**config.mk**
```make
export PLATFORM = sky130hd
export DESIGN_NAME = icache_control_sequencer
export DESIGN_NICKNAME = d
export VERILOG_FILES = /design/src/rtl/icache_control_sequencer.sv
export SDC_FILE = /design/constraint.sdc
export NUM_CORES = 1
export LEC_CHECK = 0
export ABC_AREA = 1
export BUFFER_PORTS_ARGS = -buffer_cell sky130_fd_sc_hd__buf_2
export CAP_MARGIN = 20
export CORE_ASPECT_RATIO = 0.5
export CORE_MARGIN = 4
export CORE_UTILIZATION = 46
export DETAILED_ROUTE_END_ITERATION = 10
export GPL_TIMING_DRIVEN = 0
export MAX_ROUTING_LAYER = met4
export PLACE_DENSITY = 0.81
export SYNTH_ARGS = -nofsm -noshare
export SYNTH_HDL_FRONTEND = slang
export SYNTH_SLANG_ARGS = --single-unit
```
**constraint.sdc**
```tcl
create_clock -name clk -period 1.7 [get_ports clk]
set_input_delay 0.17 -clock clk [delete_from_list [all_inputs] [get_ports clk]]
set_output_delay 0.17 -clock clk [all_outputs]
set_load 0.02 [all_outputs]
```
**src/rtl/icache_control_sequencer.sv**
```systemverilog
// icache control RAM sequencer: read-modify-write of {plru,valid} per lookup,
// victim choice, fill write-back, invalidate arbitration. Optional macro: ICACHE_SEQ_STATS_EN.
//
// Ports: clk/rst_n; lookup_req/lookup_address/lookup_ack; tag_match (EVAL cycle);
// resp_valid/resp_hit/resp_way; fill_done; invd_req/invd_done; busy;
// ram_address/ram_read_do/ram_q/ram_write_do/ram_data/ram_invdcode_do/
// ram_invdcode_done to the control RAM; stat_hits/stat_misses counters.
module icache_control_sequencer #(
  parameter int INIT_CYCLES = 256
) (
  input  logic        clk,
  input  logic        rst_n,
  input  logic        lookup_req,
  input  logic [31:0] lookup_address,
  output logic        lookup_ack,
  input  logic [3:0]  tag_match,
  output logic        resp_valid,
  output logic        resp_hit,
  output logic [1:0]  resp_way,
  input  logic        fill_done,
  input  logic        invd_req,
  output logic        invd_done,
  output logic        busy,
  output logic [31:0] ram_address,
  output logic        ram_read_do,
  input  logic [6:0]  ram_q,
  output logic        ram_write_do,
  output logic [6:0]  ram_data,
  output logic        ram_invdcode_do,
  input  logic        ram_invdcode_done,
  output logic [31:0] stat_hits,
  output logic [31:0] stat_misses
);

  localparam int CW =
    (INIT_CYCLES > 2) ? $clog2(INIT_CYCLES) : 1;
  localparam logic [CW-1:0] INIT_LAST =
    CW'(INIT_CYCLES - 1);

  typedef enum logic [1:0] {
    IDLE,
    EVAL,
    FILL_WAIT,
    INVD
  } state_t;

  state_t         state_q, state_d;
  logic [CW-1:0]  init_cnt_q;
  logic           init_done;
  logic [31:0]    addr_q;
  logic           invd_pend_q;
  logic [1:0]     vic_q;
  logic [2:0]     p_q;
  logic [3:0]     v_q;

  logic           capture;
  logic           miss_cap;
  logic           enter_invd;
  logic [3:0]     v;
  logic [2:0]     p;
  logic [3:0]     m;
  logic [1:0]     hit_way;
  logic [1:0]     victim;

  // Tree pLRU: p[0] picks the pair, p[1]/p[2] the way inside it.
  function automatic logic [1:0] plru_victim(
    input logic [2:0] pl
  );
    if (!pl[0]) return pl[1] ? 2'd1 : 2'd0;
    return pl[2] ? 2'd3 : 2'd2;
  endfunction

  function automatic logic [2:0] plru_upd(
    input logic [2:0] pl,
    input logic [1:0] w
  );
    logic [2:0] r;
    r = pl;
    if (!w[1]) begin
      r[0] = 1'b1;
      r[1] = (w == 2'd0);
    end else begin
      r[0] = 1'b0;
      r[2] = (w == 2'd2);
    end
    return r;
  endfunction

  assign v = ram_q[3:0];
  assign p = ram_q[6:4];
  assign m = tag_match & v;

  always_comb begin
    hit_way = 2'd3;
    priority case (1'b1)
      m[0]: hit_way = 2'd0;
      m[1]: hit_way = 2'd1;
      m[2]: hit_way = 2'd2;
      default: hit_way = 2'd3;
    endcase
  end

  // Prefer an invalid way; fall back to pLRU only when the set is full.
  always_comb begin
    victim = plru_victim(p);
    priority case (1'b0)
      v[0]: victim = 2'd0;
      v[1]: victim = 2'd1;
      v[2]: victim = 2'd2;
      v[3]: victim = 2'd3;
      default: victim = plru_victim(p);
    endcase
  end

  assign init_done = (init_cnt_q == INIT_LAST);
  assign busy = (state_q != IDLE) || !init_done;
  assign ram_address =
    ram_read_do ? lookup_address : addr_q;

  always_comb begin
    state_d         = state_q;
    lookup_ack      = 1'b0;
    ram_read_do     = 1'b0;
    ram_write_do    = 1'b0;
    ram_data        = 7'd0;
    ram_invdcode_do = 1'b0;
    invd_done       = 1'b0;
    resp_valid      = 1'b0;
    resp_hit        = 1'b0;
    resp_way        = 2'd0;
    capture         = 1'b0;
    miss_cap        = 1'b0;
    enter_invd      = 1'b0;
    unique case (state_q)
      IDLE: begin
        if (init_done) begin
          // A same-cycle invd_req also wins over a lookup.
          if (invd_pend_q || invd_req) begin
            ram_invdcode_do = 1'b1;
            enter_invd      = 1'b1;
            state_d         = INVD;
          end else if (lookup_req) begin
            lookup_ack  = 1'b1;
            ram_read_do = 1'b1;
            capture     = 1'b1;
            state_d     = EVAL;
          end
        end
      end
      EVAL: begin
        resp_valid = 1'b1;
        if (|m) begin
          resp_hit     = 1'b1;
          resp_way     = hit_way;
          ram_write_do = 1'b1;
          ram_data     = {plru_upd(p, hit_way), v};
          state_d      = IDLE;
        end else begin
          resp_way = victim;
          miss_cap = 1'b1;
          state_d  = FILL_WAIT;
        end
      end
      FILL_WAIT: begin
        if (fill_done) begin
          ram_write_do = 1'b1;
          ram_data     = {plru_upd(p_q, vic_q),
                          v_q | (4'b0001 << vic_q)};
          state_d      = IDLE;
        end
      end
      INVD: begin
        if (ram_invdcode_done) begin
          invd_done = 1'b1;
          state_d   = IDLE;
        end
      end
    endcase
  end

  always_ff @(posedge clk or negedge rst_n) begin
    if (!rst_n) begin
      state_q     <= IDLE;
      init_cnt_q  <= '0;
      addr_q      <= 32'd0;
      invd_pend_q <= 1'b0;
      vic_q       <= 2'd0;
      p_q         <= 3'd0;
      v_q         <= 4'd0;
    end else begin
      state_q     <= state_d;
      invd_pend_q <= (invd_pend_q | invd_req)
                     & ~enter_invd;
      if (!init_done)
        init_cnt_q <= init_cnt_q + 1'b1;
      if (capture)
        addr_q <= lookup_address;
      if (miss_cap) begin
        vic_q <= victim;
        p_q   <= p;
        v_q   <= v;
      end
    end
  end

`ifdef ICACHE_SEQ_STATS_EN
  logic [31:0] hits_q, misses_q;

  always_ff @(posedge clk or negedge rst_n) begin
    if (!rst_n) begin
      hits_q   <= 32'd0;
      misses_q <= 32'd0;
    end else if (resp_valid) begin
      if (resp_hit) hits_q <= hits_q + 32'd1;
      else misses_q <= misses_q + 32'd1;
    end
  end

  assign stat_hits   = hits_q;
  assign stat_misses = misses_q;
`else
  assign stat_hits   = 32'd0;
  assign stat_misses = 32'd0;
`endif

endmodule

```
==> summary.md, run 1 <==
| Metric | Value |
|---|---|
| Die Footprint | `0.00832 sq mm` |
| Placed Cells | `628` |
| Max VDD drop | `400 uV` |
| Fin cells | `685` |
| Post-synth top area share | `0.405` |
| Clock Skews | `4.01 ps` |
| Power density cells | `491 mW/mm^2` |
| H-tree depth | `2` |
| Detailed-route DRC error count | `0` |
| Hold Path Class | `in2reg` |
| Worst path required time | `1530 ps` |
| Seq/Total Area, Yosys | `0.405` |
| IO buf count | `97` |
| Startpoint Class | `register` |
| Largest net degree at the start of global routing | `34` |
| RSZ-0062 raised after global routing | `yes` |
| Hold_ws | `136 ps` |
| Finish-stage setup viols | `47` |
| Lkg Pwr | `roughly 3.0 nW` |
| Vias in the first global route | `2,918` |
| Final Hold Violating Endpoints | `0` |
| Vias | `3,098` |
| Fmax | `492 MHz` |
| Post-Synthesis Mean Instance Area | `8.32 sq um` |
| Initial antenna violation count | `0` |
| Failing checks | `setup timing` |
| Clock Sinks | `51` |
| Clock tree buffer depth | `2` |
| Final Max Tran Viols | `0` |
| Die Ht | `66.5 um` |
| Syn. warnings | `0` |
| First-pass GRT wire length | `13,900 um` |
| Initial Utilization | `0.496` |
| Arr. time, crit path | `1860 ps` |
| Initial drt markers | `184` |
| Synth unique cells | `25` |
| Final WL | `9800 um` |
| I/O pin count | `~160` |
| Kind of critical path | `reg2out` |
| Post-DP HPWL | `between 5000 and 6000 um` |
| DIE WIDTH | `125 um` |
| GR Overflow Total | `0` |
| Synth top area cells | `dfrtp_1, buf_4, nand2_1` |
| Finished Cell Area | `about 0.0055 sq mm` |
| Total Routing Usage GR | `0.212` |
| Commonest non-fill, non-tap cell in the layout | `buf_4` |
| Antenna cell count | `0` |
| Worst-path cell chain | `ha_2 -> nand2_2 -> nor2_4 -> nand4_4 -> buf_12 -> clkbuf_16 -> o21ai_4 -> buf_6` |
| Post-DRT Antenna Nets | `0` |
| Critical path's slowest cell | `dfrtp_1` |
| CTS Buf Count | `5` |
| Fin worst setup slack | `-334 ps` |
| Status | `complete, but fails checks` |
| Routed len/inst | `14.3 um` |
| Cell count after synthesis | `roughly 380` |
| Critical Path Fanout Max | `8` |
| CTS tree | `built` |
| Post-DP Area | `about 0.004 sq mm` |
| Mapped cell area | `about 0.0032 sq mm` |
| Dominant cell type by area after synthesis | `dfrtp_1` |
| RePlAce Congestion | `0.860` |
| Post-synthesis register bit count | `between 50 and 60` |
| Min cycle time layout | `around 2000 ps` |
| Clk_lat worst skew | `between 200 and 300 ps` |
| Fin crit share | `1.20` |
| Share of layout cells above drive strength 1 | `0.549` |
| Synth-to-Final Area Change | `73.5%` |
| Critical path capture point type | `output port` |
| CP peak stage delay | `370 ps` |
| Core area | `~0.0064 sq mm` |
| Final #Nets | `651` |
| Most frequent cells in the layout | `buf_4, conb_1, nand2_1` |
| 1st-pass router iterations | `4` |
| Max-cap violations | `0` |
| FP Rows | `20` |
| Clk root buf | `clkbuf_16` |
| Clk pin slew, worst setup/hold paths | `70 ps` |
| Avg Vias per Cell | `roughly 4.5` |
==> cell usage after synthesis <==
library cell	n
nand2_1	90
nand4_4	1
buf_6	6
dfrtp_1	51
nand4_1	3
nor2_1	10
conb_1	1
ha_1	6
xor2_1	2
nor3_2	1
xnor2_1	1
nand2_2	3
nand3_1	13
buf_4	65
o21ai_1	5
o21ai_2	32
o21ai_0	9
o21bai_1	1
a211oi_1	1
inv_2	3
a21oi_1	11
nor2_4	3
inv_1	56
or2_2	1
nor2_2	4
==> what timing repair did <==
action,4_1_cts,5_1_grt
endpoints found under the hold margin,18,0
cloned,4,3
pin swaps,15,14
setup buffers,30,13
gates resized for setup,138,74
endpoints found under the setup margin,47,48
hold buffers,1,0
==> power by group <==
part	switching, W	internal, W	total [W]	leakage (nW)
Clock	0.000463	0.000553	0.00102	0.0710
Sequential	0.0000101	0.00122	0.00123	0.684
Combinational	0.000271	0.000164	0.000435	2.21
Total	0.000744	0.00194	0.00268	2.97
==> path summary, 6_finish.rpt <==
path | to | slack, ps | startpoint | depth (start not counted)
setup / recovery | ram_address[21] | -330 | init_cnt_q[1] | 8
hold / removal | addr_q[7] | 140 | lookup_address[7] | 3
setup reg to reg | state_q[0] | 10 | init_cnt_q[1] | 11
hold reg to reg | v_q[0] | 490 | v_q[0] | 2
max in group asynchronous | state_q[0] | 800 | rst_n | 3
min in group asynchronous | addr_q[26] | 350 | rst_n | 2
==> through the flow <==
step                      power [W]  utilization  TNS (ps)  worst slack (ps)
after detailed placement    0.00165        0.639     -4830              -175
after global placement      0.00164        0.636     -3960              -147
final                       0.00268        0.860    -12200              -334
after CTS                   0.00266        0.788     -8770              -256
after global routing        0.00279        0.860    -15700              -402
after floorplan             0.00155            -     -83.0             -83.0
==> routing by layer <==
| metal | up-vias | wire, um | track usage |
|---|---|---|---|
| met2 | 151 | 5130 | 0.372 |
| met1 | 1449 | 3760 | 0.251 |
| met3 | 19 | 695 | 0.0448 |
| met5 | - | 0 | - |
| met4 | 0 | 221 | 0.0608 |
| li1 | 1479 | - | - |
==> critical path, delay by kind of cell (launching register included) <==
kind	cells	cell delay (ps)
fa+ha+maj	1	200
simple gates	3	350
compound gates	1	140
buf+inv	3	510
flops	1	370
==> area by class of cell <==
cell class	instances	area, sq um
Buffer	70	583
Inverter	59	233
Sequential cell	51	1280
Multi-Input combinational cell	262	1830
Clock inverter	2	17.5
Fill cell	349	887
Tap cell	88	110
Timing Repair Buffer	147	1290
Clock buffer	6	129
==> kinds of logic (layout without fill, tap and decap cells) <==
kind of cell	after synthesis	count (layout)	synth area share
AOI/OAI and AO/OA	59	59	0.133
adders and majority gates	6	6	0.0238
DFF	51	51	0.405
other	1	64	0.00119
xor gates and xnor gates	3	3	0.00833
buffers and inverters	130	284	0.246
and+or+nand+nor	129	130	0.182
==> state kept, by name, indices dropped and copies added, names as in the netlist <==
name	flops
vic_q	2
v_q	4
init_cnt_q	8
addr_q	32
p_q	2
state_q	2
invd_pend_q	1
No activity file was read; power rests on OpenSTA's default activity.
==> run 2, diff against run 1 <==
Clock period 1.7 ns to 2.1 ns, I/O delays scaled along.
==> run 2 against run 1 <==
  * The flow now finishes without violations
  * Sequential cell count unchanged
  * Global-route usage decreased by 2.7 points
  * Combinational power decreased by 24%
  * Critical path type unchanged
  * Critical path depth increased by 1
  * Clock skew about the same
  * Largest cell class is now multi-input combinational cells
==> summary.md, run 2 (synthesis gave the netlist of run 1 again) <==
| Metric | Value |
|---|---|
| Avg Vias per Cell | `4.30 (-5.0%)` |
| Fin crit share | `0.988` |
| Clk pin slew, worst setup/hold paths | `70 ps (about the same)` |
| Startpoint Class | `register` |
| Post-DRT Antenna Nets | `0 (unchanged)` |
| Die Footprint | `0.00832 sq mm (unchanged)` |
| Hold_ws | `162 ps (+25.8 ps)` |
| 1st-pass router iterations | `4 (unchanged)` |
| Post-DP HPWL | `5620 um (-0.84%)` |
| Commonest non-fill, non-tap cell in the layout | `buf_4` |
| Clk_lat worst skew | `290 ps (about the same)` |
| Final Hold Violating Endpoints | `0 (unchanged)` |
| Detailed-route DRC error count | `0 (unchanged)` |
| Worst path required time | `1890 ps (+360 ps)` |
| H-tree depth | `2 (unchanged)` |
| Total Routing Usage GR | `0.185 (-0.0269)` |
| Antenna cell count | `0 (unchanged)` |
| Min cycle time layout | `2070 ps` |
| Clock Sinks | `51 (unchanged)` |
| IO buf count | `97 (unchanged)` |
| Finish-stage setup viols | `0 (-100%)` |
| FP Rows | `20 (unchanged)` |
| RSZ-0062 raised after global routing | `yes` |
| Vias in the first global route | `2,811 (-3.7%)` |
| Max VDD drop | `332 uV (-17%)` |
| Final Max Tran Viols | `0 (unchanged)` |
| GR Overflow Total | `0 (unchanged)` |
| Largest registers | `addr_q (32), init_cnt_q (8), v_q (4)` |
| Biggest register | `addr_q` |
| Status | `finished clean` |
| Power density cells | `473 mW/mm^2 (-3.7%)` |
| Synth-to-Final Area Change | `43.4%` |
| Initial Utilization | `0.496 (unchanged)` |
| Fmax | `482 MHz` |
| Largest register FFs | `32 (unchanged)` |
| Final #Nets | `620 (-4.8%)` |
| Clock tree buffer depth | `2 (unchanged)` |
| Vias | `2,809 (-9.3%)` |
| Critical path capture point type | `output port` |
| CTS Buf Count | `5 (unchanged)` |
| Arr. time, crit path | `1860 ps (about the same)` |
| Post-DP Area | `0.00401 sq mm (-1.4%)` |
| Clock Skews | `3.61 ps (-0.400 ps)` |
| Critical Path Fanout Max | `4 (-4)` |
| Final WL | `7920 um (-19%)` |
| Die Ht | `66.5 um (unchanged)` |
| DIE WIDTH | `125 um (unchanged)` |
| Max-cap violations | `0 (unchanged)` |
| Most frequent cells in the layout | `buf_4, nand2_1, buf_2` |
| Core area | `0.00636 sq mm (unchanged)` |
| Lkg Pwr | `2.67 nW (-10%)` |
| Routed len/inst | `12.1 um (-15%)` |
| First-pass GRT wire length | `12,200 um (-12%)` |
| Finished Cell Area | `0.00452 sq mm (-17%)` |
| Largest net degree at the start of global routing | `36 (+5.9%)` |
| Initial antenna violation count | `0 (unchanged)` |
| Clk root buf | `clkbuf_16` |
| Hold Path Class | `in2reg` |
| CTS tree | `built` |
| Kind of critical path | `reg2out` |
| I/O pin count | `162 (unchanged)` |
| RePlAce Congestion | `0.839 (-2.4%)` |
| Initial drt markers | `164 (-11%)` |
| Share of layout cells above drive strength 1 | `0.449 (-0.101)` |
[run 2: final timing paths]
check	startpoint	endpoint	depth (start not counted)	slack (ps)
worst min register to register	addr_q[17]	addr_q[17]	2	470
worst max-delay path	init_cnt_q[0]	ram_address[2]	9	30
max in group asynchronous	rst_n	state_q[0]	3	1180
worst min-delay path	lookup_address[15]	addr_q[15]	3	160
min in group asynchronous	rst_n	addr_q[29]	2	390
worst max register to register	init_cnt_q[0]	state_q[0]	10	390
[run 2: area by class of cell]
class,instances,area (sq um)
tap,88,110
fill,549,1840
clock inverter,2,16.3
multi-input combinational,262,1430
sequential,51,1280
timing repair buffer,115,758
inverter,59,221
buffer,71,582
clock buffer,6,129
[run 2: critical path, stage by stage, from the launching register on]
cell and delay, ps:
dfrtp_1 390, ha_2 210, nand2_2 70, nor2_4 150, buf_4 160, nand4_4 110
buf_4 180, nand2_1 80, o21ai_2 70, buf_4 160
[run 2: through the flow]
| step | power, W | setup TNS (ps) | utilization | cells | setup slack, ps |
|---|---|---|---|---|---|
| floorplan | 0.00125 | 0 | - | 442 | 111 |
| detailed placement | 0.00134 | 0 | 0.630 | 628 | 202 |
| finish | 0.00214 | 0 | 0.711 | 654 | 25.5 |
| CTS | 0.00215 | -161 | 0.674 | 648 | -32.0 |
| global placement | 0.00133 | 0 | 0.627 | 627 | 224 |
| global route | 0.00224 | -1280 | 0.711 | 654 | -69.1 |
[run 2: per-layer routing]
layer  part of all wire  vias to the layer above  track usage
met1               0.38                     1241        0.210
met5                  0                        -            -
li1                   -                     1425            -
met4              0.013                        0       0.0635
met3              0.090                        9       0.0456
met2               0.51                      134        0.326
[run 2: report_power, final]
group	total [W]	internal, W	leakage [nW]	switching [W]
combinational	0.000330	0.000132	1.92	0.000197
clock	0.000809	0.000447	0.0675	0.000363
sequential	0.000997	0.000991	0.684	0.00000638
[run 2: timing repair]
action,4_1_cts,5_1_grt
buffers inserted,9,4
gates cloned,2,2
hold buffers,1,0
hold endpoints to repair,16,0
pin swaps,3,6
resized for setup,10,46
endpoints found under the setup margin,35,41
==> run 3, diff against run 2 <==
Settings changed: CORE_UTILIZATION 46 to 47, CTS_BUF_LIST set to sky130_fd_sc_hd__clkbuf_4 sky130_fd_sc_hd__clkbuf_8, PLACE_DENSITY 0.81 to 0.82.
==> run 3 against run 2 <==
  * The run now ends with setup timing left
  * Utilization grew 6.8 points
  * Clock power is essentially flat
  * Hold slack lost 3.3 ps
  * Critical path depth is the same
  * Global-route usage shrank 0.35 points
  * Fmax shrank 1.4%
  * Final cell count shrank 0.15%
  * Via count grew 0.78%
  * Sequential power is essentially flat
  * Clock-buffer cell count shrank 1
  * Sequential share of layout area shrank 2.2 points
  * Sequential cell count is the same
  * Critical endpoint is now ram_address[24]
  * Largest cell class unchanged
==> summary.md, run 3 (synthesis gave the netlist of run 1 again) <==
| Metric | Value |
|---|---|
| Most frequent CP cell | `buf_12` |
| Clk root buf | `clkbuf_8` |
| Commonest non-fill, non-tap cell in the layout | `buf_4` |
| Die Footprint | `0.00816 sq mm (-1.9%)` |
| Critical path's slowest cell | `dfrtp_1` |
| HP Start | `lookup_address[4]` |
| Post-DRT Antenna Nets | `0 (unchanged)` |
| Clk pwr share | `0.377 (-0.002)` |
| Clock Sinks | `51 (unchanged)` |
| Critical path startpoint | `init_cnt_q[0]` |
| Most frequent cells in the layout | `buf_4, nand2_1, conb_1, buf_2, inv_1` |
| Failing checks | `setup timing` |
| Lkg Pwr | `2.71 nW (+1.6%)` |
| Hold path endpoint | `addr_q[4]` |
| Final Max Tran Viols | `0 (unchanged)` |
| I/O pin count | `162 (unchanged)` |
| Internal power | `0.00160 W (+1.8%)` |
| Fin crit share | `1.00 (+0.0141)` |
| H-tree depth | `2 (unchanged)` |
| Worst path required time | `1890 ps (about the same)` |
| Startpoint Class | `register` |
| Clk_lat worst skew | `300 ps (about the same)` |
| Biggest register | `addr_q` |
| Fin cells | `653 (-0.15%)` |
| Hold Path Class | `in2reg` |
| Die Ht | `65.9 um (-0.94%)` |
| Combinational share of power | `0.158 (+0.004)` |
| Final Hold Violating Endpoints | `0 (unchanged)` |
| RSZ-0062 raised after global routing | `yes` |
| CTS Buf Count | `5 (unchanged)` |
| Clk pin slew, worst setup/hold paths | `100 ps (+30 ps)` |
| Initial drt markers | `98 (-40%)` |
| R2R Setup Slk | `440 ps (+50 ps)` |
| Critical path capture point type | `output port` |
| R2R Path Start | `init_cnt_q[0]` |
| Power density cells | `438 mW/mm^2 (-7.3%)` |
| Largest registers | `addr_q (32), init_cnt_q (8), v_q (4)` |
| Final WL | `7760 um (-2.0%)` |
| GR Overflow Total | `0 (unchanged)` |
| Kind of critical path | `reg2out` |
| Reg power frac | `0.465 (-0.002)` |
| Dpl ws | `208 ps (+6.22 ps)` |
| Clock tree buffer depth | `2 (unchanged)` |
| Largest register FFs | `32 (unchanged)` |
| Detailed-route DRC error count | `0 (unchanged)` |
| CTS tree | `built` |
| Vias | `2,831 (+0.78%)` |
| Avg Vias per Cell | `4.34 (+0.94%)` |
| Largest net degree at the start of global routing | `52 (+44%)` |
| Placed Cells | `627 (-0.16%)` |
| Sw Pwr | `0.000547 W (-3.4%)` |
| Antenna cell count | `0 (unchanged)` |
| IO buf count | `97 (unchanged)` |
| Fmax | `475 MHz (-1.4%)` |
| Vias in the first global route | `2,661 (-5.3%)` |
| Buffer and inverter count on the worst path | `4 (+1)` |
| FF-to-FF path depth | `10 (unchanged)` |
| Total Routing Usage GR | `0.181 (-0.00347)` |
| Routed len/inst | `11.9 um (-1.9%)` |
| Worst-path cell chain | `ha_2 -> nand2_2 -> nor2_4 -> buf_12 -> nand4_4 -> buf_12 -> buf_16 -> o21ai_4 -> buf_6` |
| Fin worst setup slack | `-4.21 ps (-29.7 ps)` |
| Core area | `0.00628 sq mm (-1.2%)` |
| Arr. time, crit path | `1890 ps (+30 ps)` |
| Min cycle time layout | `2100 ps (+29.7 ps)` |
| Max VDD drop | `350 uV (+5.3%)` |
| Finish-stage setup viols | `1 (+1)` |
| Share of layout cells above drive strength 1 | `0.476 (+0.0273)` |
| Initial Utilization | `0.502 (+0.00593)` |
| Synth-to-Final Area Change | `55.3%` |
| First-pass GRT wire length | `11,600 um (-4.7%)` |
| Max-cap violations | `0 (unchanged)` |
| FP Rows | `20 (unchanged)` |
| WHS Path Cells | `3 (unchanged)` |
| Top Family by Delay on Critical Path | `buffers and inverters` |
| Initial antenna violation count | `0 (unchanged)` |
| 1st-pass router iterations | `4 (unchanged)` |
| Final #Nets | `619 (-0.16%)` |
| Critical Path Fanout Max | `6 (+2)` |
| R2R Path End | `addr_q[24]` |
| Post-DP HPWL | `5280 um (-6.1%)` |
| RePlAce Congestion | `0.888 (+5.8%)` |
| Sw Ratio | `0.255 (-0.0101)` |
| Status | `complete, but fails checks` |
| DIE WIDTH | `124 um (-1.0%)` |
| Clock Skews | `6.31 ps (+2.70 ps)` |
| CP peak stage delay | `370 ps (-20 ps)` |
## run 3: changes by cell type in the layout (fill, tap and decap cells not counted), sizes merged
cell    previous run  this run
clkbuf             8         6
bufbuf             0         1
bufinv             0         2
buf              183       182
inv               60        59
## run 3: stage by stage
stage,cell area [sq um],utilization,power (W),TNS (ps),hold WS (ps)
CTS,4570,0.727,0.00214,-321,143
finish,4900,0.780,0.00215,-4.21,159
floorplan,3390,-,0.00125,0,-85.6
global route,4900,0.780,0.00225,-2630,159
global placement,3990,0.634,0.00133,0,448
detailed placement,3990,0.634,0.00133,0,453
## run 3: power by group through the flow
stage | clock [W] | combinational (W) | sequential, W
after global routing | 0.000877 | 0.000373 | 0.000998
final | 0.000809 | 0.000340 | 0.000997
after CTS | 0.000824 | 0.000320 | 0.000997
after floorplan | 0 | 0.000238 | 0.00101
after global placement | 0 | 0.000312 | 0.00102
after detailed placement | 0 | 0.000315 | 0.00102
## run 3: routing by layer
| layer | global-route usage | up-vias | wire length [um] |
|---|---|---|---|
| met5 | - | - | 0 |
| met4 | 0.0331 | 0 | 74 |
| met3 | 0.0368 | 6 | 652 |
| met2 | 0.331 | 105 | 3930 |
| met1 | 0.210 | 1313 | 3100 |
| li1 | - | 1407 | - |
## run 3: layout make-up
type / count / area (sq um)
Buffer: 71 / 597
Clock buffer: 5 / 68.8
Clock inverter: 3 / 67.6
Fill cell: 433 / 1380
Inverter: 59 / 221
Multi-Input combinational cell: 262 / 1640
Sequential cell: 51 / 1280
Tap cell: 88 / 110
Timing Repair Buffer: 114 / 915
## run 3: timing repair
action,in CTS,in global routing
setup endpoints to repair,35,42
gates cloned,3,1
pin swaps,3,4
gates resized for setup,84,49
hold buffers,0,1
setup buffers,6,6
endpoints found under the hold margin,0,17
## run 3: worst max path at each step
stage                 endpoint  slack [ps]  cells after the start
2_1_floorplan      ram_read_do         110                      8
3_3_place_gp    ram_address[7]         240                      7
3_5_place_dp    ram_address[7]         210                      7
4_1_cts        ram_address[22]         -20                      9
5_1_grt        ram_address[24]        -100                      9
6_report       ram_address[24]          -4                      9
## run 3: worst min-delay path, cell delays in order
cell	delay, ps
buf_2	100
inv_1	60
o21ai_2	60
